`config.mk`:
```
export PLATFORM = sky130hd
export DESIGN_NAME = usb_fs_tx
export DESIGN_NICKNAME = d
export VERILOG_FILES = /design/src/rtl/usb_fs_tx.sv
export SDC_FILE = /design/constraint.sdc
export NUM_CORES = 1
export LEC_CHECK = 0
export BUFFER_PORTS_ARGS = -buffer_cell sky130_fd_sc_hd__buf_4
export CAP_MARGIN = 25
export CORE_ASPECT_RATIO = 1.4
export CORE_MARGIN = 4
export CORE_UTILIZATION = 58
export DETAILED_ROUTE_END_ITERATION = 16
export PLACE_DENSITY = 0.87
export SLEW_MARGIN = 40
export SYNTH_ARGS = -nofsm -noshare
export SYNTH_HDL_FRONTEND = slang
export SYNTH_SLANG_ARGS = --single-unit
```
`constraint.sdc`:
```
create_clock -name clk -period 3.2 [get_ports clk]
set_input_delay 0.64 -clock clk [delete_from_list [all_inputs] [get_ports clk]]
set_output_delay 0.64 -clock clk [all_outputs]
set_load 0.01 [all_outputs]
```
`src/rtl/usb_fs_tx.sv`:
```
// usb_fs_tx -- device-side USB 2.0 full-speed serial transmitter.
//
// Takes a packet as a byte stream (PID first, then payload/CRC supplied
// upstream). It drives SYNC, the NRZI-encoded bit-stuffed data, then EOP
// (SE0 SE0 J) on D+/D-.
//
// Ports:
//   clk, rst     clock; asynchronous active-high reset
//   tx_data      byte to transmit, LSB first
//   tx_valid     tx_data valid; starts a packet when idle
//   tx_last      tx_data is the final byte of the packet
//   tx_ready     pulse: tx_data/tx_last consumed this cycle
//   tx_underrun  pulse: tx_valid was low when a byte was needed
//   busy         high from packet start until the EOP J completes
//   dp_tx/dn_tx  line drive values (J = 1/0, K = 0/1, SE0 = 0/0)
//   tx_oe        line output enable
module usb_fs_tx #(
    parameter int CLK_PER_BIT  = 4,
    parameter int STUFF_BITS_N = 6
) (
    input  logic       clk,
    input  logic       rst,
    input  logic [7:0] tx_data,
    input  logic       tx_valid,
    input  logic       tx_last,
    output logic       tx_ready,
    output logic       tx_underrun,
    output logic       busy,
    output logic       dp_tx,
    output logic       dn_tx,
    output logic       tx_oe
);

    localparam int TW = (CLK_PER_BIT > 1) ? $clog2(CLK_PER_BIT) : 1;
    localparam int OW = $clog2(STUFF_BITS_N + 1);

    typedef enum logic [2:0] {IDLE, SYNC, DATA, EOP_SE0, EOP_J} state_t;

    state_t          state_reg;
    logic [TW-1:0]   timer_reg;
    logic [2:0]      idx_reg;     // sync bit / data bit / EOP SE0 index
    logic [7:0]      shift_reg;
    logic            last_reg;
    logic [OW-1:0]   ones_reg;
    logic            level_reg;   // current NRZI level, 1 = J

    logic            bit_end;
    logic            stuff_due;
    logic            handoff;
    logic [2:0]      idx_inc;
    logic            data_bit;
    logic            next_level;
    logic [OW-1:0]   ones_next;

    assign bit_end   = (timer_reg == TW'(CLK_PER_BIT - 1));
    assign stuff_due = (ones_reg == OW'(STUFF_BITS_N));
    assign idx_inc   = idx_reg + 3'd1;

    // End of bit 7, or of the stuff bit that follows it.
    assign handoff = (state_reg == DATA) && bit_end && !stuff_due && (idx_reg == 3'd7);

    // The handshake pulses must coincide with the cycle the byte is taken,
    // so they are decoded from registered state and the live tx_valid.
    assign tx_ready    = !rst && (((state_reg == IDLE) && tx_valid) ||
                                  (handoff && !last_reg && tx_valid));
    assign tx_underrun = !rst && handoff && !last_reg && !tx_valid;

    // Next data bit to put on the line and its NRZI/stuffing effects.
    always_comb begin
        data_bit = shift_reg[idx_inc];
        if (state_reg == SYNC) begin
            data_bit = shift_reg[0];
        end else if (handoff) begin
            data_bit = tx_data[0];
        end
        next_level = data_bit ? level_reg : ~level_reg;
        ones_next  = data_bit ? (ones_reg + OW'(1)) : '0;
    end

    always_ff @(posedge clk or posedge rst) begin
        if (rst) begin
            state_reg <= IDLE;
            timer_reg <= '0;
            idx_reg   <= '0;
            shift_reg <= '0;
            last_reg  <= 1'b0;
            ones_reg  <= '0;
            level_reg <= 1'b1;
            tx_oe     <= 1'b0;
            busy      <= 1'b0;
            dp_tx     <= 1'b1;
            dn_tx     <= 1'b0;
        end else begin
            if (state_reg == IDLE || bit_end) begin
                timer_reg <= '0;
            end else begin
                timer_reg <= timer_reg + TW'(1);
            end

            case (state_reg)
                IDLE: begin
                    if (tx_valid) begin
                        shift_reg <= tx_data;
                        last_reg  <= tx_last;
                        idx_reg   <= '0;
                        // SYNC trailing 1 leaves the ones counter at 1
                        ones_reg  <= OW'(1);
                        level_reg <= 1'b0;
                        dp_tx     <= 1'b0;
                        dn_tx     <= 1'b1;
                        tx_oe     <= 1'b1;
                        busy      <= 1'b1;
                        state_reg <= SYNC;
                    end
                end

                SYNC: begin
                    if (bit_end) begin
                        if (idx_reg == 3'd7) begin
                            idx_reg   <= '0;
                            level_reg <= next_level;
                            dp_tx     <= next_level;
                            dn_tx     <= ~next_level;
                            ones_reg  <= ones_next;
                            state_reg <= DATA;
                        end else begin
                            // SYNC is 0x80: only the final bit holds the line
                            idx_reg   <= idx_inc;
                            level_reg <= (idx_reg == 3'd6) ? level_reg : ~level_reg;
                            dp_tx     <= (idx_reg == 3'd6) ? level_reg : ~level_reg;
                            dn_tx     <= (idx_reg == 3'd6) ? ~level_reg : level_reg;
                        end
                    end
                end

                DATA: begin
                    if (bit_end) begin
                        if (stuff_due) begin
                            level_reg <= ~level_reg;
                            dp_tx     <= ~level_reg;
                            dn_tx     <= level_reg;
                            ones_reg  <= '0;
                        end else if (idx_reg == 3'd7) begin
                            if (last_reg || !tx_valid) begin
                                idx_reg   <= '0;
                                dp_tx     <= 1'b0;
                                dn_tx     <= 1'b0;
                                state_reg <= EOP_SE0;
                            end else begin
                                shift_reg <= tx_data;
                                last_reg  <= tx_last;
                                idx_reg   <= '0;
                                level_reg <= next_level;
                                dp_tx     <= next_level;
                                dn_tx     <= ~next_level;
                                ones_reg  <= ones_next;
                            end
                        end else begin
                            idx_reg   <= idx_inc;
                            level_reg <= next_level;
                            dp_tx     <= next_level;
                            dn_tx     <= ~next_level;
                            ones_reg  <= ones_next;
                        end
                    end
                end

                EOP_SE0: begin
                    if (bit_end) begin
                        if (idx_reg == 3'd0) begin
                            idx_reg <= 3'd1;
                        end else begin
                            dp_tx     <= 1'b1;
                            dn_tx     <= 1'b0;
                            state_reg <= EOP_J;
                        end
                    end
                end

                EOP_J: begin
                    if (bit_end) begin
                        tx_oe     <= 1'b0;
                        busy      <= 1'b0;
                        level_reg <= 1'b1;
                        idx_reg   <= '0;
                        state_reg <= IDLE;
                    end
                end

                default: state_reg <= IDLE;
            endcase
        end
    end

endmodule
```
Word-level counts from Yosys, hierarchy flattened
Index checks and enable logic that the tools add are counted.
{ "op_classes": {"addsub": 3, "n_bitwise": 2, "n_mux": 75, "n_shift": 0, "reduce_logical": 32, "magnitude_cmp": 1, "n_div": 0, "n_eq_ne": 21, "n_mul": 0} }
{ "ops": {"columns": ["cell", "count"], "rows": [
  ["$mux 3", 24],
  ["$mux 8", 5],
  ["$mux 1", 35],
  ["$pmux 3 s5", 2],
  ["$reduce_and 6->1", 4],
  ["$ne 2x2->1 const B", 9],
  ["$pmux 8 s2", 1],
  ["$eq 3x3->1 const B", 4],
  ["$pmux 1 s4", 3],
  ["$logic_and 1x1->1", 10],
  ["$reduce_and 10->1", 1],
  ["$pmux 3 s3", 1],
  ["$reduce_and 8->1", 1],
  ["$reduce_bool 4->1", 2],
  ["$add 3x1->3 const B", 2],
  ["$eq 3x2->1 const B", 2],
  ["$logic_not 3->1", 2],
  ["$ne 2x1->1 const B", 3],
  ["$reduce_bool 5->1", 1],
  ["$logic_not 1->1", 4],
  ["$lt 3x4->1 const B", 1],
  ["$ne 4x4->1 const B", 1],
  ["$pmux 1 s2", 2],
  ["$reduce_bool 2->1", 2],
  ["9 further kinds", 12]
]} }
{ "totals": {"in_bits": 12, "latch_bits": 0, "out_inout_bits": 6, "rom_bits": 0, "word_cells": 144, "memories": 0, "ram_bits": 0, "register_bits": 24} }

Logic depth before layout (Yosys ltp)
Gate-level depths: netlist of run 1.
{ "depth": {"depth_word": 13, "ltp_mapped": 9, "mapped_depth_nobuf": 8} }

Worst setup path before layout of run 1
OpenSTA, ideal clock, no wires.
{ "synth_path": {"path_type": "flip-flop to flip-flop", "from": "register idx_reg[0]", "to": "register dn_tx", "setup_slack_ns": 0.426, "arrival_ns": 2.648, "path_stages_with_launch": 9, "synth_period_minus_slack_ns": 2.774, "required_time_ns": 3.074, "n_path_buf": 0, "setup_ns": 0.126, "path_cell_list": "dfrtp_1 -> ha_1 -> ha_1 -> mux4_1 -> mux2_4 -> a221oi_4 -> mux2_4 -> a21oi_2 -> o32a_1"} }
{ "synth_via": {"elab_chain_cells": 12, "elab_cells_between_ends": 21, "cone_classes": "add/sub: 1; eq/ne: 3; mux: 13; bitwise: 1; reduce/logical: 3"} }
{ "synth_rtl": {"columns": ["element", "line", "rtl"], "rows": [
  ["start, declared", "41", "logic [2:0] idx_reg;"],
  ["start signal, assigned", "128", "idx_reg <= idx_inc;"],
  ["start signal, assigned", "159", "idx_reg <= idx_inc;"],
  ["$add 3x1->3", "57", "assign idx_inc = idx_reg + 3'd1;"],
  ["$bmux 1 s3", "70", "data_bit = shift_reg[idx_inc];"],
  ["$mux 1 (implied by the code)", "70", null],
  ["$mux 1", "73", "end else if (handoff) begin"],
  ["$mux 1", "71", "if (state_reg == SYNC) begin"],
  ["$mux 1", "76", "next_level = data_bit ? level_reg : ~level_reg;"],
  ["$not 1->1", "123, 155, 162", null],
  ["$mux 1", "144", "if (last_reg || !tx_valid) begin"],
  ["$mux 1", "143", "end else if (idx_reg == 3'd7) begin"],
  ["$mux 1", "138", "if (stuff_due) begin"],
  ["$mux 1", "137", "if (bit_end) begin"],
  ["$pmux 1 s4", "100", "case (state_reg)"],
  ["end signal, assigned", "131", "dn_tx <= (idx_reg == 3'd6) ? ~level_reg : level_reg;"],
  ["end signal, assigned", "141", "dn_tx <= level_reg;"],
  ["end signal, assigned", "155", "dn_tx <= ~next_level;"],
  ["end, declared", "30", "output logic dn_tx,"]
]} }
Parallel ways exist; a longest one is shown, timed or not. The select of a mux whose other input is x is not followed.
A chain may end at the register's enable or synchronous reset.

Final worst setup path of run 1
Ends and elaborated chain as after synthesis.

==> results.tsv, run 1 <==
stage	metric	value	unit
outcome	status	finished, final reports clean	
global_route	grtUsageMet2	0.372	
timing	max_freq	336	MHz
run	drv_cap	0	
route	vias	1463	
synthesis	yosysMostFrequentCell	dfrtp_1	
critical_path	crit_path_max_incr_delay	0.58	ns
synthesis	yosys.area_share.xor_xnor	0	
synthesis	synth_common_cells	dfrtp_1, nand2_1, mux2_2	
timing	layout_setup_ws	0.227	ns
final_layout	largest_register_ff_count	8	
timing	period_needed	2.97	ns
route	routedWlPerCell	16.3	µm
floorplan	die_x	53.7	µm
clock_network	numCtsBuffers	3	
clock_network	path_clk_slew	0.09	ns
clock_network	clockRootBuffer	clkbuf_8	
floorplan	core_area	2850	µm²
final_layout	final_util	0.661	
timing	skew	0.00450	ns
clock_network	cts_max_path_buffers	2	
clock_network	holdBufCountCts	0	
place	gp_congestion	0.964	
final_layout	num-fill-cells	220	
timing	hold_viol_final	0	
critical_path	crit_fanout	7	
place	place_hpwl	2940	µm
synthesis	synth_area_leaders	dfrtp_1, mux2_2, ha_1, nand2_1, dfstp_2	
critical_path	worstSetupPathType	flip-flop to flip-flop	
global_route	gr-total-overflow	0	
timing	setup-violations-final	0	
floorplan	die_h	72.0	µm
timing	relSlewSlack	0.598	
critical_path	cp-start-kind	flip-flop	
timing	fin_crit_sh	0.929	
synthesis	synth_seq_cells	24	
global_route	grt_pass1_wl	6400	µm
power	leakage	0.833	nW
clock_network	clock_latency	0.27	ns
synthesis	synthDominantCellAreaShare	0.324	
global_route	antenna_found_initial	0	
global_route	met1_usage	0.265	
critical_path	r2r.worst_path.cells	8	
synthesis	async_flop_share	1.00	
critical_path	worstPathCellList	ha_1 > ha_1 > mux4_1 > mux2_4 > a221oi_4 > mux2_4 > a21oi_2 > o32a_1	
floorplan	start_util	0.596	
worst_hold_path	hold_class	primary input to async pin	
critical_path	cp-end-kind	flip-flop	
floorplan	row_count	23	
critical_path	worstPathRequired	3.36	ns
global_route	gr-max-usage-layer	met2	
route	routed_wl	3790	µm
clock_network	htreeDepth	1	
critical_path	path_buf_inv	0	
synthesis	synth_compound_area_frac	0.166	
final_layout	syn_to_final_growth	10.8	%
route	post-route-drc-count	0	
place	portBuffers	17	
timing	rsz0062_at_grt	false	
synthesis	synth_warnings	0	
synthesis	synthSimpleGateAreaFrac	0.212	
power	ir_drop	0.000635	V
synthesis	syn_nets	199	
synthesis	synthAdderAreaFrac	0.0515	
critical_path	slowest_stage	mux4_1	
final_layout	layout-drive-gt1-share	0.256	
synthesis	synth_top_cell_by_area	dfrtp_1	
final_layout	n_antenna_cell	0	
place	dp_slack	0.250	ns
critical_path	cp.arrival	3.13	ns
critical_path	crit_path_start	idx_reg[0]	
timing	tightest_slew	0.598	ns
power	p_per_area	1030	nW/µm²
floorplan	die-area	3870	µm²
synthesis	netlist_area	1700	µm²
clock_network	cts.sinks	24	
synthesis	syn-instance-count	180	
timing	drv_slew	0	
global_route	use_met3	0.0267	
critical_path	cpLargestDelayFamily	multiplexers	
synthesis	synth_edf_count	0	
synthesis	synth.distinct_cells	48	
global_route	grt_usage	0.218	
synthesis	synth_top_family_by_area	simple AND/OR/NAND/NOR gates	
clock_network	post-cts-setup-buffers	0	
global_route	grt_max_degree	25	
route	vias_per_cell	6.31	
final_layout	nNetsFinal	215	
route	ant_nets	0	
synthesis	synth_mux_area_frac	0.147	
clock_network	cts_resized	0	
route	first_iter_violations	81	
synthesis	seq_area_frac_synth	0.355	
synthesis	ys.flop_type	dfrtp_1	
power	power	0.00194	W
floorplan	ios	18	
timing	tns	0	ns
route	firstDrtPassIters	4	
clock_network	cts_tree	done	
critical_path	cp.depth	8	
synthesis	syn_avg_cell_area	9.44	µm²
critical_path	r2r_start	idx_reg[0]	
global_route	grt_pass1_vias	1432	
## final timing paths
path                                     end  slack, ns
worst max-delay path                   dn_tx       0.23
max in group asynchronous          level_reg       2.44
worst min-delay path            state_reg[0]       0.40
worst max register to register         dn_tx       0.23
worst min register to register  timer_reg[0]       0.45
min in group clk                timer_reg[0]       0.45
## layout make-up
class,instances,area (µm²),area share
flip-flops and latches,24,603,0.320
repair buffers,22,165,0.0878
well taps,37,46.3,0.0246
inverters,9,33.8,0.0180
clock buffers,4,55.1,0.0293
multi-input cells,136,978,0.520
## logic make-up after synthesis
logic type,Yosys count
AOI/OAI and AO/OA,40
adders and majority gates,7
buffers and inverters,20
DFF,24
muxes,19
and+or+nand+nor,70
## layer usage
layer	up-vias	share of wire
met5	-	0
met4	0	0.035
met3	12	0.065
met2	73	0.54
met1	695	0.36
li1	683	-
## cell usage in the layout (no fill, tap or decap), types with 3 or more instances in the layout
master	count
dfrtp_1	22
inv_1	8
buf_4	22
clkbuf_8	4
nand2b_1	5
o21bai_1	3
mux2_2	13
nor4_1	4
a21o_1	3
o21ai_0	8
ha_1	7
nor3_1	7
a21oi_1	9
nor2_1	12
nor3b_1	3
nand2_1	19
nand3_1	7
## power breakdown
part	internal, W	switching, W	total [W]
clock network	0.000110	0.0000984	0.000208
registers	0.000451	0.000157	0.000608
logic	0.000554	0.000573	0.00113
## through the flow
stage	cell area, µm²	cells	hold slack (ns)
5_1_grt	1880	232	0.447
3_5_place_dp	1830	228	0.433
3_3_place_gp	1830	228	0.424
6_report	1880	232	0.401
4_1_cts	1880	232	0.431
2_1_floorplan	1700	180	0.415
No activity file was read; power rests on OpenSTA's default activity.
==> run 2: changes to the inputs <==
--- a/config.mk
+++ b/config.mk
@@ -9,9 +9,10 @@
 export CAP_MARGIN = 25
 export CORE_ASPECT_RATIO = 1.4
 export CORE_MARGIN = 4
-export CORE_UTILIZATION = 58
+export CORE_UTILIZATION = 60
+export CTS_BUF_LIST = sky130_fd_sc_hd__clkbuf_4
 export DETAILED_ROUTE_END_ITERATION = 16
-export PLACE_DENSITY = 0.87
+export PLACE_DENSITY = 0.89
 export SLEW_MARGIN = 40
 export SYNTH_ARGS = -nofsm -noshare
 export SYNTH_HDL_FRONTEND = slang
==> constraint.sdc (replaced) <==
create_clock -name clk -period 3.2 [get_ports clk]
set_input_delay 0.96 -clock clk [delete_from_list [all_inputs] [get_ports clk]]
set_output_delay 0.96 -clock clk [all_outputs]
set_load 0.01 [all_outputs]
==> run 2 against run 1 <==
  * Global-route usage shrank 0.49 points
  * Register-to-register slack worse by 0.07 ns
  * Non-clock buffer count unchanged
  * First-iteration DRC count decreased by 31%
  * Critical endpoint unchanged
  * Worst setup slack got worse by 0.070 ns
==> results.tsv, run 2 (synthesis gave the netlist of run 1 again) <==
stage	metric	value	unit
place	portBuffers	17	
final_layout	layout_common_cells	dfrtp_1, buf_4, nand2_1, mux2_2, nor2_1	
timing	drv_slew	0	
final_layout	largest_register_ff_count	8	
outcome	status	finished, final reports clean	
clock_network	holdBufCountCts	0	
place	gp_congestion	0.927	
power	pwr-share-comb	0.581	
floorplan	core_area	2670	µm²
critical_path	slowest_stage	mux4_1	
route	first_iter_violations	56	
final_layout	n_antenna_cell	0	
worst_hold_path	hold_class	flip-flop to flip-flop	
route	firstDrtPassIters	6	
floorplan	ios	18	
critical_path	worstPathCellList	ha_1 > ha_1 > mux4_1 > mux2_4 > a221oi_4 > o21bai_1 > mux2i_1 > o32a_1	
critical_path	worstSetupPathType	flip-flop to flip-flop	
power	switching_share	0.423	
critical_path	worstPathRequired	3.43	ns
timing	max_freq	329	MHz
critical_path	cp.depth	8	
final_layout	nNetsFinal	215	
floorplan	start_util	0.636	
critical_path	cpLargestDelayFamily	multiplexers	
timing	tns	0	ns
critical_path	crit_top_cell	ha_1	
timing	tightest_slew	0.621	ns
worst_hold_path	hold_path_depth	1	
final_layout	num-fill-cells	207	
critical_path	cp-start-kind	flip-flop	
global_route	use_met3	0.0379	
clock_network	htreeDepth	1	
global_route	grt_usage	0.213	
clock_network	cts_resized	0	
power	p_per_area	1040	nW/µm²
power	pwr-share-seq	0.303	
power	clock_power_share	0.115	
timing	hold_viol_final	0	
critical_path	crit_path_max_incr_delay	0.58	ns
timing	setup-violations-final	0	
global_route	met1_usage	0.257	
route	vias	1436	
clock_network	clock_latency	0.32	ns
timing	period_needed	3.04	ns
global_route	gr-max-usage-layer	met2	
clock_network	path_clk_slew	0.14	ns
final_layout	layout-drive-gt1-share	0.256	
final_layout	syn_to_final_growth	10.5	%
global_route	antenna_found_initial	0	
clock_network	cts.sinks	24	
global_route	grt_max_degree	25	
place	place_hpwl	2810	µm
final_layout	final_util	0.703	
global_route	grt_pass1_wl	6180	µm
floorplan	die_x	53.0	µm
clock_network	post-cts-setup-buffers	0	
global_route	gr-total-overflow	0	
critical_path	path_buf_inv	0	
route	routed_wl	3680	µm
timing	skew	0.00241	ns
floorplan	die-area	3760	µm²
power	power	0.00195	W
route	post-route-drc-count	0	
critical_path	cp.arrival	3.27	ns
timing	fin_crit_sh	0.951	
power	ir_drop	0.000657	V
timing	rsz0062_at_grt	false	
power	leakage	0.832	nW
clock_network	cts_tree	done	
run	drv_cap	0	
critical_path	r2r.worst_path.cells	8	
route	ant_nets	0	
clock_network	clockRootBuffer	clkbuf_4	
power	switchingPower	0.000826	W
timing	relSlewSlack	0.583	
global_route	grt_pass1_vias	1429	
critical_path	cp-end-kind	flip-flop	
floorplan	die_h	71.0	µm
clock_network	numCtsBuffers	3	
floorplan	row_count	22	
critical_path	crit_fanout	7	
global_route	grtUsageMet2	0.360	
route	vias_per_cell	6.22	
power	internal_power	0.00113	W
clock_network	cts_max_path_buffers	2	
route	routedWlPerCell	15.9	µm
==> run 2: cell types whose count changed in the layout (fill, tap and decap cells not counted), sizes merged <==
cell	delta
bufinv	+1
clkbuf	-1
==> run 2: layout make-up <==
class | instances | area, µm² | share of cell area
clock inverters | 1 | 30.0 | 0.0160
clock buffers | 3 | 22.5 | 0.0120
multi-input cells | 136 | 978 | 0.521
well taps | 36 | 45.0 | 0.0240
inverters | 9 | 33.8 | 0.0180
repair buffers | 22 | 165 | 0.0879
flip-flops and latches | 24 | 603 | 0.321
==> run 2: power by group through the flow <==
stage | logic (W) | registers (W) | clock network [W]
2_1_floorplan | 0.000946 | 0.000536 | 0
3_3_place_gp | 0.00107 | 0.000584 | 0
3_5_place_dp | 0.00113 | 0.000599 | 0
4_1_cts | 0.00113 | 0.000590 | 0.000228
5_1_grt | 0.00124 | 0.000616 | 0.000239
6_report | 0.00114 | 0.000593 | 0.000225
==> run 2: path summary, 6_finish.rpt <==
path	endpoint	slack, ns	from
worst max-delay path	dn_tx	0.16	idx_reg[0]
worst min-delay path	timer_reg[0]	0.45	timer_reg[0]
worst max register to register	dn_tx	0.16	idx_reg[0]
worst min register to register	timer_reg[0]	0.45	timer_reg[0]
max in group asynchronous	dp_tx	2.19	rst
min in group asynchronous	ones_reg[0]	0.65	rst
==> run 2: through the flow <==
step                hold WS, ns  instance area [µm²]  std cells  setup slack, ns
floorplan                 0.415                 1700        180            0.426
global placement          0.425                 1830        227            0.278
detailed placement        0.433                 1830        227            0.186
CTS                       0.452                 1880        231            0.158
global route              0.454                 1880        231           0.0172
finish                    0.452                 1880        231            0.157
==> run 2: worst register-to-register path: cells and delay by family (launching register included) <==
kind | cells | cell delay (ns)
muxes | 3 | 1.03
AOI/OAI and AO/OA | 3 | 0.84
adders and majority gates | 2 | 0.61
DFF | 1 | 0.48
==> run 2: metal layers <==
| layer | wire length (µm) | share of wire | vias up |
|---|---|---|---|
| met1 | 1450 | 0.39 | 696 |
| met4 | 40 | 0.011 | 0 |
| li1 | - | - | 686 |
| met5 | 0 | 0 | - |
| met3 | 184 | 0.050 | 5 |
| met2 | 2000 | 0.54 | 49 |
